<file path="src/rtl/spi_master_param.sv">
// Parametrised single-edge SPI master: all CPOL/CPHA modes, programmable SCLK divider, NUM_SLAVES chip selects.
// Defining SPIM_LSB_FIRST_EN adds the lsb_first port (LSB-first shift and receive); otherwise always MSB first.
module spi_master_param #(
   parameter int unsigned DATA_W     = 8,
   parameter int unsigned NUM_SLAVES = 3,
   parameter int unsigned SEL_W      = 2,
   parameter int unsigned DIV_W      = 8
) (
   input  logic                  clk,
   input  logic                  reset,
   input  logic                  start,
   input  logic                  cpol,
   input  logic                  cpha,
   input  logic [SEL_W-1:0]      slave_sel,
   input  logic [DIV_W-1:0]      clk_div,
   input  logic [DATA_W-1:0]     tx_data,
`ifdef SPIM_LSB_FIRST_EN
   input  logic                  lsb_first,
`endif
   output logic [DATA_W-1:0]     rx_data,
   output logic                  busy,
   output logic                  done,
   output logic                  sclk,
   output logic                  mosi,
   input  logic                  miso,
   output logic [NUM_SLAVES-1:0] cs_n
);

   localparam int unsigned HP_W    = $clog2(2 * DATA_W);
   localparam int unsigned HP_LAST = 2 * DATA_W - 1;

   typedef enum logic [2:0] {S_IDLE, S_SETUP, S_XFER, S_HOLD, S_DONE} state_e;

   state_e                  state_q, state_d;
   logic [DIV_W:0]          cnt_q, cnt_d;
   logic [HP_W-1:0]         hp_q, hp_d;
   logic [DIV_W-1:0]        div_q, div_d;
   logic                    cpol_q, cpol_d;
   logic                    cpha_q, cpha_d;
   logic [DATA_W-1:0]       tx_sr_q, tx_sr_d;
   logic [DATA_W-1:0]       rx_sr_q, rx_sr_d;
   logic [DATA_W-1:0]       rx_data_q, rx_data_d;
   logic                    busy_q, busy_d;
   logic                    done_q, done_d;
   logic                    sclk_q, sclk_d;
   logic                    mosi_q, mosi_d;
   logic [NUM_SLAVES-1:0]   cs_n_q, cs_n_d;

   logic                    hp_tc;
   logic                    edge_en;
   logic [HP_W-1:0]         edge_idx;
   logic                    do_shift;
   logic                    lsb_start;
   logic                    lsb_cur;

`ifdef SPIM_LSB_FIRST_EN
   logic lsb_q, lsb_d;
   assign lsb_start = lsb_first;
   assign lsb_cur   = lsb_q;
`else
   assign lsb_start = 1'b0;
   assign lsb_cur   = 1'b0;
`endif

   always_comb begin
      state_d   = state_q;
      cnt_d     = cnt_q;
      hp_d      = hp_q;
      div_d     = div_q;
      cpol_d    = cpol_q;
      cpha_d    = cpha_q;
      tx_sr_d   = tx_sr_q;
      rx_sr_d   = rx_sr_q;
      rx_data_d = rx_data_q;
      busy_d    = busy_q;
      done_d    = 1'b0;
      sclk_d    = sclk_q;
      mosi_d    = mosi_q;
      cs_n_d    = cs_n_q;
      edge_en   = 1'b0;
      edge_idx  = '0;
      do_shift  = 1'b0;
      hp_tc     = (cnt_q == {1'b0, div_q});
`ifdef SPIM_LSB_FIRST_EN
      lsb_d     = lsb_q;
`endif

      case (state_q)
         // DONE behaves like IDLE so a start in the done cycle is taken back-to-back
         S_IDLE, S_DONE: begin
            state_d = S_IDLE;
            busy_d  = 1'b0;
            cs_n_d  = '1;
            sclk_d  = cpol;
            if (start) begin
               state_d = S_SETUP;
               cnt_d   = '0;
               div_d   = clk_div;
               cpol_d  = cpol;
               cpha_d  = cpha;
               tx_sr_d = tx_data;
               rx_sr_d = '0;
               busy_d  = 1'b1;
               mosi_d  = lsb_start ? tx_data[0] : tx_data[DATA_W-1];
               for (int unsigned i = 0; i < NUM_SLAVES; i++)
                  cs_n_d[i] = (slave_sel != SEL_W'(i));
`ifdef SPIM_LSB_FIRST_EN
               lsb_d   = lsb_first;
`endif
            end
         end
         S_SETUP: begin
            cnt_d = cnt_q + 1'b1;
            if (hp_tc) begin
               cnt_d    = '0;
               state_d  = S_XFER;
               hp_d     = '0;
               edge_en  = 1'b1;
               edge_idx = '0;
            end
         end
         S_XFER: begin
            cnt_d = cnt_q + 1'b1;
            if (hp_tc) begin
               cnt_d = '0;
               if (hp_q == HP_W'(HP_LAST)) begin
                  state_d = S_HOLD;
                  sclk_d  = cpol_q;
               end else begin
                  hp_d     = hp_q + 1'b1;
                  edge_en  = 1'b1;
                  edge_idx = hp_q + 1'b1;
               end
            end
         end
         S_HOLD: begin
            cnt_d = cnt_q + 1'b1;
            if (hp_tc) begin
               cnt_d     = '0;
               state_d   = S_DONE;
               done_d    = 1'b1;
               busy_d    = 1'b0;
               cs_n_d    = '1;
               rx_data_d = rx_sr_q;
               sclk_d    = cpol_q;
            end
         end
         default: state_d = S_IDLE;
      endcase

      // Even half-period index = leading SCLK edge, odd = trailing edge
      if (edge_en) begin
         sclk_d = ~sclk_q;
         if (edge_idx[0] == cpha_q)
            rx_sr_d = lsb_cur ? {miso, rx_sr_q[DATA_W-1:1]} : {rx_sr_q[DATA_W-2:0], miso};
         if (cpha_q)
            do_shift = !edge_idx[0] && (edge_idx != '0);
         else
            do_shift = edge_idx[0] && (edge_idx != HP_W'(HP_LAST));
         if (do_shift) begin
            if (lsb_cur) begin
               tx_sr_d = tx_sr_q >> 1;
               mosi_d  = tx_sr_q[1];
            end else begin
               tx_sr_d = tx_sr_q << 1;
               mosi_d  = tx_sr_q[DATA_W-2];
            end
         end
      end
   end

   always_ff @(posedge clk) begin
      if (reset) begin
         state_q   <= S_IDLE;
         cnt_q     <= '0;
         hp_q      <= '0;
         div_q     <= '0;
         cpol_q    <= 1'b0;
         cpha_q    <= 1'b0;
         tx_sr_q   <= '0;
         rx_sr_q   <= '0;
         rx_data_q <= '0;
         busy_q    <= 1'b0;
         done_q    <= 1'b0;
         sclk_q    <= 1'b0;
         mosi_q    <= 1'b0;
         cs_n_q    <= '1;
`ifdef SPIM_LSB_FIRST_EN
         lsb_q     <= 1'b0;
`endif
      end else begin
         state_q   <= state_d;
         cnt_q     <= cnt_d;
         hp_q      <= hp_d;
         div_q     <= div_d;
         cpol_q    <= cpol_d;
         cpha_q    <= cpha_d;
         tx_sr_q   <= tx_sr_d;
         rx_sr_q   <= rx_sr_d;
         rx_data_q <= rx_data_d;
         busy_q    <= busy_d;
         done_q    <= done_d;
         sclk_q    <= sclk_d;
         mosi_q    <= mosi_d;
         cs_n_q    <= cs_n_d;
`ifdef SPIM_LSB_FIRST_EN
         lsb_q     <= lsb_d;
`endif
      end
   end

   assign rx_data = rx_data_q;
   assign busy    = busy_q;
   assign done    = done_q;
   assign sclk    = sclk_q;
   assign mosi    = mosi_q;
   assign cs_n    = cs_n_q;

endmodule

</file>
<file path="config.mk">
export PLATFORM = sky130hd
export DESIGN_NAME = spi_master_param
export DESIGN_NICKNAME = d
export VERILOG_FILES = /design/src/rtl/spi_master_param.sv
export SDC_FILE = /design/constraint.sdc
export NUM_CORES = 1
export LEC_CHECK = 0
export CAP_MARGIN = 20
export CORE_UTILIZATION = 40
export DETAILED_ROUTE_END_ITERATION = 16
export PLACE_DENSITY_LB_ADDON = 0.08
export SYNTH_ARGS = -nofsm -noshare
export SYNTH_HDL_FRONTEND = slang
export SYNTH_SLANG_ARGS = --single-unit
</file>
<file path="constraint.sdc">
create_clock -name clk -period 4.12 [get_ports clk]
set_input_delay 1.236 -clock clk [delete_from_list [all_inputs] [get_ports clk]]
set_output_delay 1.236 -clock clk [all_outputs]
set_load 0.1 [all_outputs]
</file>
==> metrics.yaml, run 1 <==
run_status:
  outcome: "complete, no violations"
route:
  via_per_inst: 5.25
  wl_per_cell_um: 14.0
  first_iter_violations: 104
  vias: 2132
  drtAntennaViolNets: 0
  route.detailed.drc: 0
  firstDrtPassIters: 4
  wl_um: 5680
clock_tree:
  cts_tree: "built"
  root_buffer: "clkbuf_8"
  htreeDepth: 2
  cts.reportedPaths.clkPinSlew_ns: 0.10
  cts_made_buffers: 5
  hold_buffers: 0
  cts.sinks: 56
  clockBufferDepth: 2
  post_cts_buffers: 0
  cts_resized: 0
  worstSkewPairLatency_ns: 0.32
grt:
  grt_busiest_layer: "met2"
  grt_antenna_before_repair: 0
  grt_use_met3_pct: 3.86
  met2_usage_pct: 26.8
  grt_overflow: 0
  grt_usage_pct: 16.6
  grt_use_met1_pct: 22.1
  grt_pass1_vias: 1991
  grt_max_degree: 26
  grt_first_pass_wirelength_um: 9400
placement:
  globalplace.congestion: 0.807
  io_buffers: 38
  dp.cells: 398
  dp_hpwl_um: 3950
hold_path:
  worstHoldPathType: "reg -> reg"
worst_setup_path:
  arrival_ns: 1.86
  cp_slowest_cell: "clkdlybuf4s50_1"
  cpPeakStageDelay_ns: 1.15
  crit_family: "buffers and inverters"
  path_max_fanout: 3
  r2r_slack_ns: 1.79
  cp.buffers_inverters: 1
  path_cells: "clkdlybuf4s50_1"
  worstPathRequired_ns: 2.88
  worst_setup_path_end_kind: "primary output"
  critPathKind: "reg -> out"
  start_kind: "register"
synthesis:
  synth_compound_area_share_pct: 12.8
  synth_flop_cell: "dfxtp_1"
  syn-instance-count: 295
  ys_warn_count: 0
  synth_largest_area_cell: "dfxtp_1"
  ys_top_cells_by_area: "dfxtp_1, nand2_1, mux2i_1, nor3_1, xor2_1"
  synth_xor_xnor_area_share_pct: 5.89
  synth.ff_latch_count: 56
  ys_seq_area_share_pct: 42.2
  synth.mux.area_fraction_pct: 3.82
  ys_types: 54
  synth_top_area_share_pct: 42.2
  synthAdderAreaFrac_pct: 0.943
  synth.net_count: 321
  synthSimpleGateAreaFrac_pct: 31.0
  syn_area_um2: 2660
  synth_top_family_by_area: "simple AND/OR/NAND/NOR gates"
  syn_avg_cell_area_um2: 9.00
  synth-async-reset-ratio_pct: 0
  synth_edf_count: 0
sta:
  timing.fmax_mhz: 323
  layout_min_cycle_time_ns: 3.09
  relSlewSlack_pct: 35.0
  maxSlewViolCount: 0
  fin_setup_tns_ns: 0
  timing.hold.ws_ns: 0.465
  finalSetupViolations: 0
  hold_violations: 0
  rsz0062_at_grt: "false"
  worstMarginPinSlew_ns: 0.973
  clock_skew_ns: 0.0106
  fin_crit_sh_pct: 75.1
cells_and_area:
  area_growth_pct: 20.1
  stdcell_count: 406
  antenna_cells: 0
  nFillCells: 633
  layout-drive-gt1-share_pct: 9.73
  fin_nets: 354
power:
  leakage_nw: 1.13
  power_density_nw_per_um2: 514
  vdd_ir_drop_max_mv: 0.265
die:
  die_w_um: 83.5
  core_um2: 6390
  die_y_um: 83.5
  dieArea_um2: 6970
  rows: 29
  io_pins: 39
  start_util_pct: 41.6
run:
  drv_cap: 0
path summary, 6_finish.rpt:
kind / from / endpoint / cells after the start
worst min register to register: cpol_q$_SDFFE_PP0P_ / cpol_q$_SDFFE_PP0P_ / 2
worst max-delay path: sclk$_SDFFE_PP0P_ / sclk / 1
worst max register to register: state_q[1]$_SDFFE_PP0P_ / tx_sr_q[6]$_SDFF_PP0_ / 5
worst min-delay path: cpol_q$_SDFFE_PP0P_ / cpol_q$_SDFFE_PP0P_ / 2
per-layer routing:
| layer | wire length [µm] | part of all wire, % | vias up |
|---|---|---|---|
| li1 | - | - | 1112 |
| met1 | 2820 | 50 | 987 |
| met2 | 2610 | 46 | 28 |
| met3 | 187 | 3.3 | 5 |
| met4 | 55 | 0.97 | 0 |
| met5 | 0 | 0 | - |
registers in the layout, summed over array words and instances, names as in the netlist:
register / cells
mosi: 1
sclk: 1
busy: 1
hp_q: 4
cs_n: 3
cpol_q: 1
done: 1
tx_sr_q: 7
cpha_q: 1
state_q: 3
cnt_q: 9
rx_sr_q: 8
rx_data: 8
div_q: 8
power breakdown:
part	internal (mW)	switching [mW]
Clock	0.124	0.196
Sequential	0.603	0.0595
Combinational	0.240	0.416
area by class of cell:
| class | instances | area (µm²) | share of cell area [%] |
|---|---|---|---|
| inverter | 2 | 7.51 | 0.235 |
| tap | 77 | 96.3 | 3.02 |
| timing repair buffer | 43 | 418 | 13.1 |
| clock inverter | 3 | 25.0 | 0.785 |
| clock buffer | 5 | 68.8 | 2.16 |
| sequential | 56 | 1120 | 35.2 |
| multi-input combinational | 220 | 1450 | 45.5 |
kinds of logic (layout without fill, tap and decap cells):
family	count (synthesis)	after routing
AND/OR/NAND/NOR	141	141
flip-flops	56	56
AO/OA/AOI/OAI	50	50
buffers and inverters	19	53
XOR/XNOR	17	17
multiplexers	10	10
adder cells (fa/ha/maj)	2	2
synthesized netlist by cell type, drive strengths merged, types with 3 or more instances:
library cell / number
nand2b: 8
clkbuf: 12
a21oi: 15
nor3: 19
a221oi: 7
or2: 9
nand3b: 9
nand3: 6
nor2: 23
xor2: 10
nand4: 6
or3: 4
mux2i: 9
dfxtp: 56
nor3b: 3
o2111ai: 4
nor2b: 8
o21ai: 12
nand2: 30
xnor2: 7
buf: 5
cell usage in the layout (no fill, tap or decap), types with 10 or more instances in the layout:
cell type        count
xor2_1              10
o21ai_0             11
nor2_1              22
clkdlybuf4s50_1     38
nor3_1              18
nand2_1             30
a21oi_1             15
dfxtp_1             56
per-stage QoR:
| stage | total power, mW | cell area, µm² | setup slack (ns) | utilization (%) |
|---|---|---|---|---|
| 4_1_cts | 1.66 | 3190 | 1.02 | 49.9 |
| 6_report | 1.64 | 3190 | 1.03 | 49.9 |
| 3_3_place_gp | 1.33 | 3090 | 1.18 | 48.5 |
| 5_1_grt | 1.74 | 3190 | 0.979 | 49.9 |
| 3_5_place_dp | 1.34 | 3090 | 1.21 | 48.5 |
| 2_1_floorplan | 1.19 | 2660 | 1.72 | - |
Power figures use the tool's default switching activity.
==> inputs of run 2 (changes only) <==
clock period = 2.73 ns   (was 4.12 ns; I/O delays follow)
==> run 2 against run 1 <==
  * Sequential share of layout area is 0.083 points lower
  * Flip-flop and latch count did not move
  * Setup slack worse by 0.52 ns
  * Power grew 51%
  * Final cell count is 1.5% higher
  * Count of clock-buffer cells in the layout unchanged
  * Via count grew 0.80%
  * First-iteration DRC count rose by 57%
==> metrics.yaml, run 2 (synthesized netlist as in run 1, its figures left out) <==
die:
  die_w_um: 83.5  # unchanged
  dieArea_um2: 6970  # unchanged
  die_y_um: 83.5  # unchanged
  core_um2: 6390  # unchanged
  rows: 29  # unchanged
  start_util_pct: 41.6  # unchanged
  io_pins: 39  # unchanged
cells_and_area:
  top_register: "cnt_q"
  fin_nets: 360  # +1.7%
  antenna_cells: 0  # unchanged
  largest_register_ffs: 9  # unchanged
  layout-drive-gt1-share_pct: 15.8  # +6.1 points
  multiInputGateArea_um2: 1450  # unchanged
  utilization_pct: 50.0  # +0.12 points
  final_common_cell: "dfxtp_1"
  area_growth_pct: 20.4
  final_cell_mix: "dfxtp_1, nand2_1, buf_4, clkdlybuf4s50_1, nor2_1"
  stdcell_area_um2: 3200  # +0.24%
  seqCellArea_um2: 1120  # unchanged
  nFillCells: 646  # +2.1%
route:
  via_per_inst: 5.22  # -0.67%
  wl_um: 5640  # -0.76%
  firstDrtPassIters: 4  # unchanged
  route.detailed.drc: 0  # unchanged
  wl_per_cell_um: 13.7  # -2.2%
  drtAntennaViolNets: 0  # unchanged
  vias: 2149  # +0.80%
  first_iter_violations: 163  # +57%
worst_setup_path:
  rr_startpoint: "hp_q[0]$_SDFFE_PP0P_"
  worst-path-stages: 6  # +5
  r2r_slack_ns: 0.51  # -1.28 ns
  cp.buffers_inverters: 0  # -1
  r2r_end: "rx_sr_q[0]$_SDFF_PP0_"
  crit_family: "simple AND/OR/NAND/NOR gates"
  path_max_fanout: 10  # +7
  cpPeakStageDelay_ns: 0.38  # -0.77 ns
  worstPathRequired_ns: 2.94  # +0.06 ns
  crit_end: "rx_sr_q[0]$_SDFF_PP0_"
  cp-startpoint: "hp_q[0]$_SDFFE_PP0P_"
  cp_slowest_cell: "dfxtp_1"
  start_kind: "register"
  r2r_cells: 6  # +1
  path_cells: "ha_1 -> and4b_4 -> nor4b_4 -> nand4_4 -> nor2_4 -> mux2_1"
  critPathKind: "reg -> reg"
  worst_setup_path_end_kind: "register"
  arrival_ns: 2.43  # +0.57 ns
sta:
  hold_violations: 0  # unchanged
  layout_min_cycle_time_ns: 2.22
  finalSetupViolations: 0  # unchanged
  clock_skew_ns: 0.00968  # -0.000963 ns
  rsz0062_at_grt: "false"
  fin_setup_tns_ns: 0  # unchanged
  timing.fmax_mhz: 451
  relSlewSlack_pct: 56.9  # +22 points
  maxSlewViolCount: 0  # unchanged
  worstMarginPinSlew_ns: 0.647  # -0.325 ns
  fin_crit_sh_pct: 81.2
clock_tree:
  clockBufferDepth: 2  # unchanged
  worstSkewPairLatency_ns: 0.31  # about the same
  cts.reportedPaths.clkPinSlew_ns: 0.11  # about the same
  post_cts_buffers: 0  # unchanged
  cts_made_buffers: 5  # unchanged
  cts.sinks: 56  # unchanged
  root_buffer: "clkbuf_8"
  cts_tree: "built"
  hold_buffers: 0  # unchanged
  cts_resized: 0  # unchanged
  htreeDepth: 2  # unchanged
placement:
  post_dp_cell_area_um2: 3100  # +0.24%
  globalplace.congestion: 0.806  # about the same
  dp_hpwl_um: 4110  # +4.1%
  io_buffers: 38  # unchanged
grt:
  grt_busiest_layer: "met2"
  grt_overflow: 0  # unchanged
  met2_usage_pct: 28.1  # +1.3 points
  grt_use_met3_pct: 2.97  # -0.89 points
  grt_first_pass_wirelength_um: 9820  # +4.4%
  grt_antenna_before_repair: 0  # unchanged
  grt_max_degree: 20  # -23%
  grt_pass1_vias: 2061  # +3.5%
  grt_usage_pct: 17.1  # +0.51 points
  grt_use_met1_pct: 22.9  # +0.74 points
hold_path:
  min_from: "cpol_q$_SDFFE_PP0P_"
  worstHoldPathType: "reg -> reg"
power:
  vdd_ir_drop_max_mv: 0.467  # +76%
  leakage_nw: 1.18  # +4.6%
  power_density_nw_per_um2: 776  # +51%
  total_power_mw: 2.48  # +51%
run:
  drv_cap: 0  # unchanged
run_status:
  outcome: "complete, no violations"
-- run 2: worst min path at each step --
stage / to / slack [ns] / depth (start not counted)
after detailed placement: cpol_q$_SDFFE_PP0P_ / 0.46 / 2
after floorplan: cpol_q$_SDFFE_PP0P_ / 0.44 / 2
after global routing: cpol_q$_SDFFE_PP0P_ / 0.50 / 2
final: cpol_q$_SDFFE_PP0P_ / 0.47 / 2
after CTS: cpol_q$_SDFFE_PP0P_ / 0.48 / 2
after global placement: cpol_q$_SDFFE_PP0P_ / 0.46 / 2
-- run 2: report_power, final --
part | switching [mW] | total (mW) | internal [mW] | leakage, nW
clock | 0.292 | 0.479 | 0.188 | 0.0452
sequential | 0.0901 | 1.00 | 0.911 | 0.455
combinational | 0.624 | 1.00 | 0.376 | 0.678
total | 1.01 | 2.48 | 1.47 | 1.18
-- run 2: worst min-delay path, cell delays in order (launching register included) --
cell and delay [ns]:
dfxtp_1 0.33, nand2_1 0.05, a21oi_1 0.05
-- run 2: area by class of cell --
| class | instances | share of cell area, % |
|---|---|---|
| clock buffer | 5 | 2.15 |
| clock inverter | 3 | 0.783 |
| inverter | 2 | 0.235 |
| multi-input combinational | 220 | 45.4 |
| sequential | 56 | 35.1 |
| tap | 77 | 3.01 |
| timing repair buffer | 49 | 13.3 |
-- run 2: through the flow --
stage | cells | hold WS, ns | setup WS, ns
after floorplan | 295 | 0.437 | 0.707
after global placement | 404 | 0.459 | 0.259
after detailed placement | 404 | 0.462 | 0.205
after CTS | 412 | 0.476 | 0.480
after global routing | 412 | 0.497 | 0.324
final | 412 | 0.471 | 0.512
-- run 2: metal layers --
layer	wire, µm	vias to the layer above
met4	88	0
met2	2530	33
li1	-	1123
met5	0	-
met3	187	8
met1	2830	985
